$ cat config.mk
export PLATFORM = sky130hd
export DESIGN_NAME = hop_chain_launcher
export DESIGN_NICKNAME = d
export VERILOG_FILES = /design/src/rtl/hop_chain_launcher.sv
export SDC_FILE = /design/constraint.sdc
export NUM_CORES = 1
export LEC_CHECK = 0
export CORE_ASPECT_RATIO = 1.75
export CORE_UTILIZATION = 55
export CTS_CLUSTER_DIAMETER = 30
export CTS_CLUSTER_SIZE = 28
export DETAILED_ROUTE_END_ITERATION = 16
export PLACE_DENSITY = 0.89
export SKIP_LAST_GASP = 1
export SYNTH_ARGS = -nofsm -noshare
export SYNTH_HDL_FRONTEND = slang
export SYNTH_SLANG_ARGS = --single-unit
$ cat constraint.sdc
create_clock -name clock0 -period 6.6 [get_ports clock0]
set_input_delay 0.99 -clock clock0 [delete_from_list [all_inputs] [get_ports clock0]]
set_output_delay 0.99 -clock clock0 [all_outputs]
set_load 0.05 [all_outputs]
$ cat src/rtl/hop_chain_launcher.sv
// hop_chain_launcher
//   Launches a single-cycle pulse into a flop-to-flop hop chain and times its
//   arrival at the chain tail in clock0 cycles. Each measurement is graded
//   against the expected hop count. Pass and fail events are tallied in
//   saturating counters.
//
// Ports
//   clock0      in   single clock, rising edge
//   rst_n       in   asynchronous active-low reset
//   go          in   launch request; honoured only in IDLE
//   chain_in    in   tail of the hop chain
//   launch_out  out  one-cycle pulse into the chain head
//   busy        out  high whenever the FSM is not in IDLE
//   done        out  one-cycle pulse while the result is reported
//   pass        out  last measurement had latency == HOPS
//   latency     out  measured latency of the last measurement
//   pass_cnt    out  saturating count of passing measurements
//   fail_cnt    out  saturating count of mismatches, timeouts and spurious arrivals
module hop_chain_launcher #(
  parameter int HOPS    = 7,
  parameter int TIMEOUT = 15,
  parameter int LAT_W   = 8,
  parameter int CNT_W   = 8
) (
  input  logic             clock0,
  input  logic             rst_n,
  input  logic             go,
  input  logic             chain_in,
  output logic             launch_out,
  output logic             busy,
  output logic             done,
  output logic             pass,
  output logic [LAT_W-1:0] latency,
  output logic [CNT_W-1:0] pass_cnt,
  output logic [CNT_W-1:0] fail_cnt
);

  typedef enum logic [1:0] {IDLE, LAUNCH, WAIT, REPORT} state_t;

  localparam logic [LAT_W-1:0] HOPS_L    = LAT_W'(HOPS);
  localparam logic [LAT_W-1:0] TIMEOUT_L = LAT_W'(TIMEOUT);

  state_t           state, state_nxt;
  logic [LAT_W-1:0] cnt, cnt_nxt;
  logic [LAT_W-1:0] latency_nxt;
  logic             pass_nxt;
  logic             pass_inc, fail_inc;

  function automatic logic [CNT_W-1:0] sat_inc(input logic [CNT_W-1:0] v);
    return (&v) ? v : v + CNT_W'(1);
  endfunction

  // Next-state, measurement and event decode.
  // Result increments happen on the edge entering REPORT, so the counters
  // are already updated while done is high. A spurious arrival can never
  // coincide with a result increment: an arrival in WAIT is the result
  // itself.
  always_comb begin
    state_nxt   = state;
    cnt_nxt     = cnt;
    latency_nxt = latency;
    pass_nxt    = pass;
    pass_inc    = 1'b0;
    fail_inc    = 1'b0;
    case (state)
      IDLE: begin
        if (go) begin
          state_nxt = LAUNCH;
          cnt_nxt   = '0;
        end
        if (chain_in) fail_inc = 1'b1;
      end
      LAUNCH: begin
        cnt_nxt   = cnt + LAT_W'(1);
        state_nxt = WAIT;
        if (chain_in) fail_inc = 1'b1;
      end
      WAIT: begin
        if (chain_in) begin
          latency_nxt = cnt;
          pass_nxt    = (cnt == HOPS_L);
          state_nxt   = REPORT;
          if (cnt == HOPS_L) pass_inc = 1'b1;
          else               fail_inc = 1'b1;
        end else if (cnt == TIMEOUT_L) begin
          latency_nxt = TIMEOUT_L;
          pass_nxt    = 1'b0;
          fail_inc    = 1'b1;
          state_nxt   = REPORT;
        end else begin
          cnt_nxt = cnt + LAT_W'(1);
        end
      end
      REPORT: begin
        state_nxt = IDLE;
        if (chain_in) fail_inc = 1'b1;
      end
      default: state_nxt = IDLE;
    endcase
  end

  // State register and registered outputs, decoded from the next state so
  // that each output lines up with the cycle its state occupies.
  always_ff @(posedge clock0 or negedge rst_n) begin
    if (!rst_n) begin
      state      <= IDLE;
      cnt        <= '0;
      launch_out <= 1'b0;
      busy       <= 1'b0;
      done       <= 1'b0;
      pass       <= 1'b0;
      latency    <= '0;
      pass_cnt   <= '0;
      fail_cnt   <= '0;
    end else begin
      state      <= state_nxt;
      cnt        <= cnt_nxt;
      launch_out <= (state_nxt == LAUNCH);
      busy       <= (state_nxt != IDLE);
      done       <= (state_nxt == REPORT);
      pass       <= pass_nxt;
      latency    <= latency_nxt;
      if (pass_inc) pass_cnt <= sat_inc(pass_cnt);
      if (fail_inc) fail_cnt <= sat_inc(fail_cnt);
    end
  end

endmodule

# Word-level counts from Yosys, hierarchy flattened
# Cells that the tools add are included.
[totals]
regBits = 38
output_inout_bits = 28
[classes]
addsub = 3
eq_ne = 10
muxes = 20
n_bitwise = 2
n_reduce_logical = 11
[ops]
columns = ["cell", "count"]
rows = [
  ["$mux W8", 5],
  ["$add A8 B1 Y8 const B", 3],
  ["$pmux W8 S3", 1],
  ["$reduce_and A8 Y1", 2],
  ["$mux W1", 9],
  ["$eq A8 B3 Y1 const B", 1],
  ["$eq A8 B4 Y1 const B", 1],
  ["$pmux W2 S4", 1],
  ["$eq A2 B2 Y1 const B", 3],
  ["$mux W2", 3],
  ["$ne A2 B2 Y1 const B", 3],
  ["$reduce_and A2 Y1", 3],
  ["$eq A2 B1 Y1 const B", 2],
  ["$reduce_and A4 Y1", 1],
  ["$reduce_bool A2 Y1", 2],
  ["$reduce_bool A3 Y1", 1],
  ["$reduce_or A3 Y1", 1],
  ["$logic_not A2 Y1", 1],
  ["$not A1 Y1", 2],
  ["$pmux W1 S2", 1],
]

# Longest topological paths before layout
# Gate-level depths: netlist of the first run.
[logic_depth]
depth_word = 5
depth_mapped = 8
mapped_depth_nobuf = 7

# Least setup slack after synthesis of the first run
# No wires, ideal clock.
[synth_path]
path_kind = "input-to-reg"
start = "in chain_in"
end = "reg pass_cnt[1]"
setup_ns = 0.125
arrival_time_ns = 2.109
slack_ns = 4.367
cell_stages = 4
path_cell_list = "nand2_1 > or4_4 > a31oi_4 > mux2_2"
[synth_via]
elab_chain_len = 3
[synth_rtl]
columns = ["item", "line_no", "source"]
rows = [
  ["start: declaration", "28", "input logic chain_in,"],
  ["$mux W1", "79", "if (chain_in) begin"],
  ["$mux W1", "65", "case (state)"],
  ["$reduce_and A2 Y1 (no line)", "-", ""],
  ["end signal: assignment", "123", "if (pass_inc) pass_cnt <= sat_inc(pass_cnt);"],
  ["end: declaration", "34", "output logic [CNT_W-1:0] pass_cnt,"],
]
# No other way between the ends.
# A chain may end at the register's enable or synchronous reset.

# Worst setup path in the final report of the first run
[layout_path]
start = "in chain_in"
end = "reg cnt[4]"
[layout_via]
elab_chain_len = 2
[layout_rtl]
columns = ["item", "line_no", "source"]
rows = [
  ["$ne A2 B2 Y1 (no line)", "-", ""],
  ["$reduce_and A4 Y1 (no line)", "-", ""],
  ["end signal: assignment", "117", "cnt <= cnt_nxt;"],
  ["end: declaration", "44", "logic [LAT_W-1:0] cnt, cnt_nxt;"],
]
# No other way between the ends.

==> results.py, run 1 <==
metrics = {
    "yosys": {
        "ys_async_sr_fraction_pct": 100,
        "seq_area_frac_synth_pct": 53.8,
        "synth_edf_count": 0,
        "synthFlopType": "dfrtp_1",
        "syn_nets": 167,
        "syn_area_per_cell_sq_um": 11.3,
        "yosys-top-cells-area": "dfrtp_1 54%, ha_1 5.0%, nand2_1 4.0%",
        "synth-warning-count": 0,
        "ys_types": 32,
        "yosys-top-cells-count": "38 x dfrtp_1, 19 x nand2_1, 8 x nand3_1, 7 x ha_1, 7 x nor2_1",
        "yosys_register_bits": 38,
        "synth.most_common_cell": "dfrtp_1",
        "yosysTopAreaCellShare_pct": 53.8,
        "syn_area_sq_um": 1770,
        "synth_area_leader_cell": "dfrtp_1",
        "synth_cells": 156,
    },
    "cells_and_area": {
        "fin_nets": 205,
        "areaGrowthSynthToFinish_pct": 25.9,
        "drive_gt1_share_pct": 9.74,
        "diodes": 0,
    },
    "worst_setup_path": {
        "path_max_fanout": 10,
        "r2r_start": "cnt[5]",
        "worst-r2r-cell-count": 5,
        "cp_data_required_time_ps": 6780,
        "slowest_stage": "a21oi_1",
        "cp.arrival_ps": 2940,
        "rrSetupSlack_ps": 4260,
        "path_cells": "clkdlybuf4s50_1, o21bai_1, a21oi_1, o21ai_0, a22o_2",
        "endpoint_kind": "register",
        "rr_endpoint": "fail_cnt[1]",
        "cp-start-kind": "input port",
        "cpPeakStageDelay_ps": 600,
        "path_class": "input port to register",
    },
    "power": {
        "p_leak_nw": 1.01,
        "power.density_nw_per_um2": 464,
        "ir_worst_vdd_mv": 0.311,
    },
    "min_path": {
        "whs_path_depth": 1,
        "min_to": "latency[6]",
        "min_path_type": "register to register",
        "hp-start": "latency[6]",
    },
    "timing": {
        "worstMarginPinSlew_ps": 705,
        "period_minus_slack_ps": 2760,
        "hold_ws_ps": 488,
        "fmax_mhz": 363,
        "hold_viol": 0,
        "slew-limit-headroom_pct": 53.0,
        "min_period_over_period_pct": 41.8,
        "setup_violations": 0,
        "rsz0062_at_grt": "false",
        "slew_viol_final": 0,
        "fin_skew_ps": 6.77,
        "finalSetupTns_ps": 0,
    },
    "floorplanning": {
        "start_util_pct": 59.1,
        "die_x_microns": 44.9,
        "core_area_sq_um": 2990,
        "std_cell_rows": 26,
        "die-area_sq_um": 3450,
        "die_h_microns": 77,
        "ios": 32,
    },
    "global_route": {
        "grt-ovfl-total": 0,
        "grtUsageTotal_pct": 23.5,
        "grt_pass1_vias": 1334,
        "grt_first_pass_wirelength_microns": 5890,
        "grt_max_degree": 39,
        "antenna_found_initial": 0,
    },
    "placement": {
        "hpwl_microns": 2610,
        "place_congestion": 0.820,
        "port_buffers": 31,
    },
    "route": {
        "drt_first_pass_iters": 4,
        "ant_nets": 0,
        "num_vias": 1371,
        "first_iter_violations": 28,
        "wl_microns": 3550,
        "drc_errors": 0,
        "vias_per_cell": 5.78,
        "wl_per_cell_microns": 15.0,
    },
    "clock_network": {
        "holdBufCountCts": 0,
        "cts_tree": "done",
        "cts_buffers": 5,
        "clk_latency_ps": 290,
        "clkSlewWorstSetupHoldPaths_ps": 70,
        "cts.sinks": 38,
        "cts_buffer_depth": 2,
        "cts_root_buffer": "clkbuf_8",
        "cts_resized": 0,
        "post_cts_buffers": 0,
        "ctsHtreeMaxLevel": 2,
    },
    "outcome": {
        "status": "finished clean",
    },
    "job": {
        "max_cap_viol_count": 0,
    },
}
## layout make-up
type,count,area (sq um)
Sequential cell,38,951
Multi-Input combinational cell,112,795
Fill cell,237,767
Timing Repair Buffer,32,318
Clock buffer,7,86.3
Tap cell,42,52.6
Inverter,5,18.8
Clock inverter,1,5.00
## worst max-delay path: cells and delay by family
family / cells / cell delay (ps)
AO/OA/AOI/OAI: 4 / 1390
buffers and inverters: 1 / 550
## state kept, by name (all words and copies together), names as in the netlist
| register | flops |
|---|---|
| pass_cnt | 8 |
| done | 1 |
| pass | 1 |
| launch_out | 1 |
| busy | 1 |
| fail_cnt | 8 |
| state | 2 |
| latency | 8 |
| cnt | 8 |
## routing by layer
layer / global-route usage, % / share of wire [%] / vias to the layer above
met1: 23.5 / 39 / 682
li1: - / - / 638
met2: 41.8 / 55 / 39
met3: 6.12 / 3.7 / 12
met4: 12.4 / 2.9 / 0
met5: 0 / 0 / -
## through the flow
step	instance area, sq um	setup WS, ps	total power, W	utilization (%)	cells
after floorplan	1770	4370	0.000709	-	156
after global placement	2130	3660	0.000854	71.3	229
after detailed placement	2130	3590	0.000875	71.3	229
final	2230	3840	0.00103	74.4	237
after CTS	2230	3880	0.00104	74.4	237
after global routing	2230	3770	0.00109	74.4	237
## cell families (layout without fill, tap and decap cells)
family / count (synthesis) / count (layout) / synth area share [%]
AOI/OAI and AO/OA: 26 / 26 / 12.1
xor gates and xnor gates: 10 / 10 / 4.95
adders and majority gates: 7 / 7 / 4.95
buffers and inverters: 6 / 45 / 1.27
DFF: 38 / 38 / 53.8
muxes: 9 / 9 / 5.52
and+or+nand+nor: 60 / 60 / 17.4
## layout by cell type (no fill, tap or decap), types with 5 or more instances in the layout
cell type	n
clkdlybuf4s50_1	31
nand3_1	8
dfrtp_1	38
clkbuf_8	6
xnor2_1	6
inv_1	5
mux2_2	6
nor2_1	7
ha_1	7
and3_1	5
nand2_1	19
o21ai_0	6
## report_power, final
| group | switching [W] | total (W) | leakage, nW | internal (W) |
|---|---|---|---|---|
| clock | 0.0000756 | 0.000160 | 0.0482 | 0.0000841 |
| sequential | 0.0000626 | 0.000362 | 0.494 | 0.000299 |
| combinational | 0.000329 | 0.000511 | 0.472 | 0.000181 |
| total | 0.000468 | 0.00103 | 1.01 | 0.000564 |
## how the worst max path moves through the flow
stage,start,to,slack (ps)
finish,chain_in,cnt[4],3840
CTS,chain_in,pass_cnt[1],3880
global route,chain_in,cnt[2],3770
floorplan,chain_in,pass_cnt[1],4370
detailed placement,chain_in,pass_cnt[1],3590
global placement,chain_in,pass_cnt[1],3660
No activity file was read; power rests on OpenSTA's default activity.
==> inputs of run 2 (changes only) <==
--- a/config.mk
+++ b/config.mk
@@ -6,11 +6,11 @@
 export NUM_CORES = 1
 export LEC_CHECK = 0
 export CORE_ASPECT_RATIO = 1.75
-export CORE_UTILIZATION = 55
+export CORE_UTILIZATION = 51
 export CTS_CLUSTER_DIAMETER = 30
 export CTS_CLUSTER_SIZE = 28
 export DETAILED_ROUTE_END_ITERATION = 16
-export PLACE_DENSITY = 0.89
+export PLACE_DENSITY = 0.84
 export SKIP_LAST_GASP = 1
 export SYNTH_ARGS = -nofsm -noshare
 export SYNTH_HDL_FRONTEND = slang
==> constraint.sdc (replaced) <==
create_clock -name clock0 -period 2.7 [get_ports clock0]
set_input_delay 0.405 -clock clock0 [delete_from_list [all_inputs] [get_ports clock0]]
set_output_delay 0.405 -clock clock0 [all_outputs]
set_load 0.05 [all_outputs]
==> run 2 against run 1 <==
  * Design area increased by 0.45%
  * Largest cell class unchanged
  * Sequential share of layout area decreased by 0.19 points
  * Non-clock buffer count increased by 2
  * Clock power increased by 130%
  * Sequential cell count unchanged
  * Clock skew decreased by 3.0 ps
  * Critical path depth increased by 1
  * Die area increased by 7.6%
  * Highest routed layer unchanged
==> results.py, run 2 (synthesis gave the netlist of run 1 again) <==
metrics = {
    "worst_setup_path": {
        "endpoint_kind": "register",
        "worst-r2r-cell-count": 6,
        "r2r_start": "state[0]",
        "path_class": "register to register",
        "cp-start-kind": "register",
        "rr_endpoint": "pass_cnt[1]",
        "rrSetupSlack_ps": 390,
        "startpoint": "state[0]",
        "cp.arrival_ps": 2480,
        "path_max_fanout": 9,
        "endpoint": "pass_cnt[1]",
        "cp_data_required_time_ps": 2870,
    },
    "cells_and_area": {
        "layout_commonest_cell": "dfrtp_1",
        "diodes": 0,
        "n_fill_cell": 266,
        "layout_common_cells": "38 x dfrtp_1, 31 x clkdlybuf4s50_1, 19 x nand2_1",
        "drive_gt1_share_pct": 10.3,
        "areaGrowthSynthToFinish_pct": 26.5,
        "fin_nets": 207,
        "fin_area_sq_um": 2240,
        "seqCellArea_sq_um": 951,
        "multiInputGateArea_sq_um": 795,
    },
    "clock_network": {
        "clkSlewWorstSetupHoldPaths_ps": 60,
        "post_cts_buffers": 0,
        "cts_buffer_depth": 2,
        "cts.sinks": 38,
        "cts_buffers": 5,
        "cts_root_buffer": "clkbuf_8",
        "ctsHtreeMaxLevel": 2,
        "cts_resized": 0,
        "holdBufCountCts": 0,
        "cts_tree": "done",
        "clk_latency_ps": 290,
    },
    "timing": {
        "hold_ws_ps": 493,
        "slew_viol_final": 0,
        "fmax_mhz": 433,
        "worstMarginPinSlew_ps": 662,
        "setup_violations": 0,
        "finalSetupTns_ps": 0,
        "slew-limit-headroom_pct": 55.5,
        "fin_skew_ps": 3.72,
        "period_minus_slack_ps": 2310,
        "rsz0062_at_grt": "false",
        "hold_viol": 0,
        "worst_slack_ps": 388,
        "min_period_over_period_pct": 85.6,
    },
    "global_route": {
        "grtUsageTotal_pct": 22.8,
        "antenna_found_initial": 0,
        "grt_first_pass_wirelength_microns": 6000,
        "grt_max_degree": 39,
        "grt_pass1_vias": 1388,
        "grt-ovfl-total": 0,
    },
    "placement": {
        "port_buffers": 31,
        "placed_cell_area_sq_um": 2150,
        "hpwl_microns": 2820,
        "post-place-ws_ps": 277,
        "place_congestion": 0.761,
    },
    "outcome": {
        "status": "finished clean",
    },
    "route": {
        "ant_nets": 0,
        "wl_microns": 3650,
        "first_iter_violations": 36,
        "drt_first_pass_iters": 4,
        "drc_errors": 0,
        "num_vias": 1376,
        "wl_per_cell_microns": 15.2,
        "vias_per_cell": 5.73,
    },
    "floorplanning": {
        "ios": 32,
        "std_cell_rows": 28,
        "die_x_microns": 46.5,
        "core_area_sq_um": 3330,
        "die_h_microns": 79.9,
        "start_util_pct": 53.1,
        "die-area_sq_um": 3720,
    },
    "power": {
        "ir_worst_vdd_mv": 0.948,
        "power.density_nw_per_um2": 1130,
        "p_leak_nw": 1.02,
        "p_total_w": 0.00253,
    },
    "min_path": {
        "min_path_type": "register to register",
        "hp-start": "latency[4]",
    },
    "job": {
        "max_cap_viol_count": 0,
    },
}
==> run 2: cell type report <==
cell class | count | area share, %
Clock buffer | 6 | 3.69
Inverter | 5 | 0.839
Multi-Input combinational cell | 112 | 35.5
Sequential cell | 38 | 42.5
Tap cell | 45 | 2.52
Timing Repair Buffer | 34 | 14.9
==> run 2: per-stage QoR <==
stage	instances	utilization, %
floorplan	156	-
global placement	234	64.7
detailed placement	234	64.7
CTS	240	67.2
global route	240	67.2
finish	240	67.2
==> run 2: layer usage <==
layer,wire [microns],part of all wire [%],GRT usage [%],up-vias
met4,74,2.0,10.0,0
li1,-,-,-,639
met3,189,5.2,6.56,7
met1,1280,35,21.3,682
met5,0,0,0,-
met2,2110,58,41.8,48
==> run 2: worst min-delay path by stage <==
| stage | endpoint | cells past startpoint |
|---|---|---|
| 3_3_place_gp | latency[4] | 1 |
| 3_5_place_dp | latency[1] | 1 |
| 5_1_grt | latency[4] | 1 |
| 6_report | latency[4] | 1 |
| 4_1_cts | latency[4] | 1 |
| 2_1_floorplan | busy | 0 |
==> run 2: worst max-delay path, stage by stage (launching register included) <==
cell     delay [ps]
dfrtp_1         400
inv_1           140
ha_1            350
nand2_1         180
or4_4           470
a31oi_4         280
mux2_2          380
==> run 2: where the power goes <==
| part | switching [W] | leakage [nW] | internal [W] |
|---|---|---|---|
| combinational | 0.000814 | 0.482 | 0.000459 |
| clock | 0.000172 | 0.0431 | 0.000196 |
| sequential | 0.000152 | 0.494 | 0.000731 |
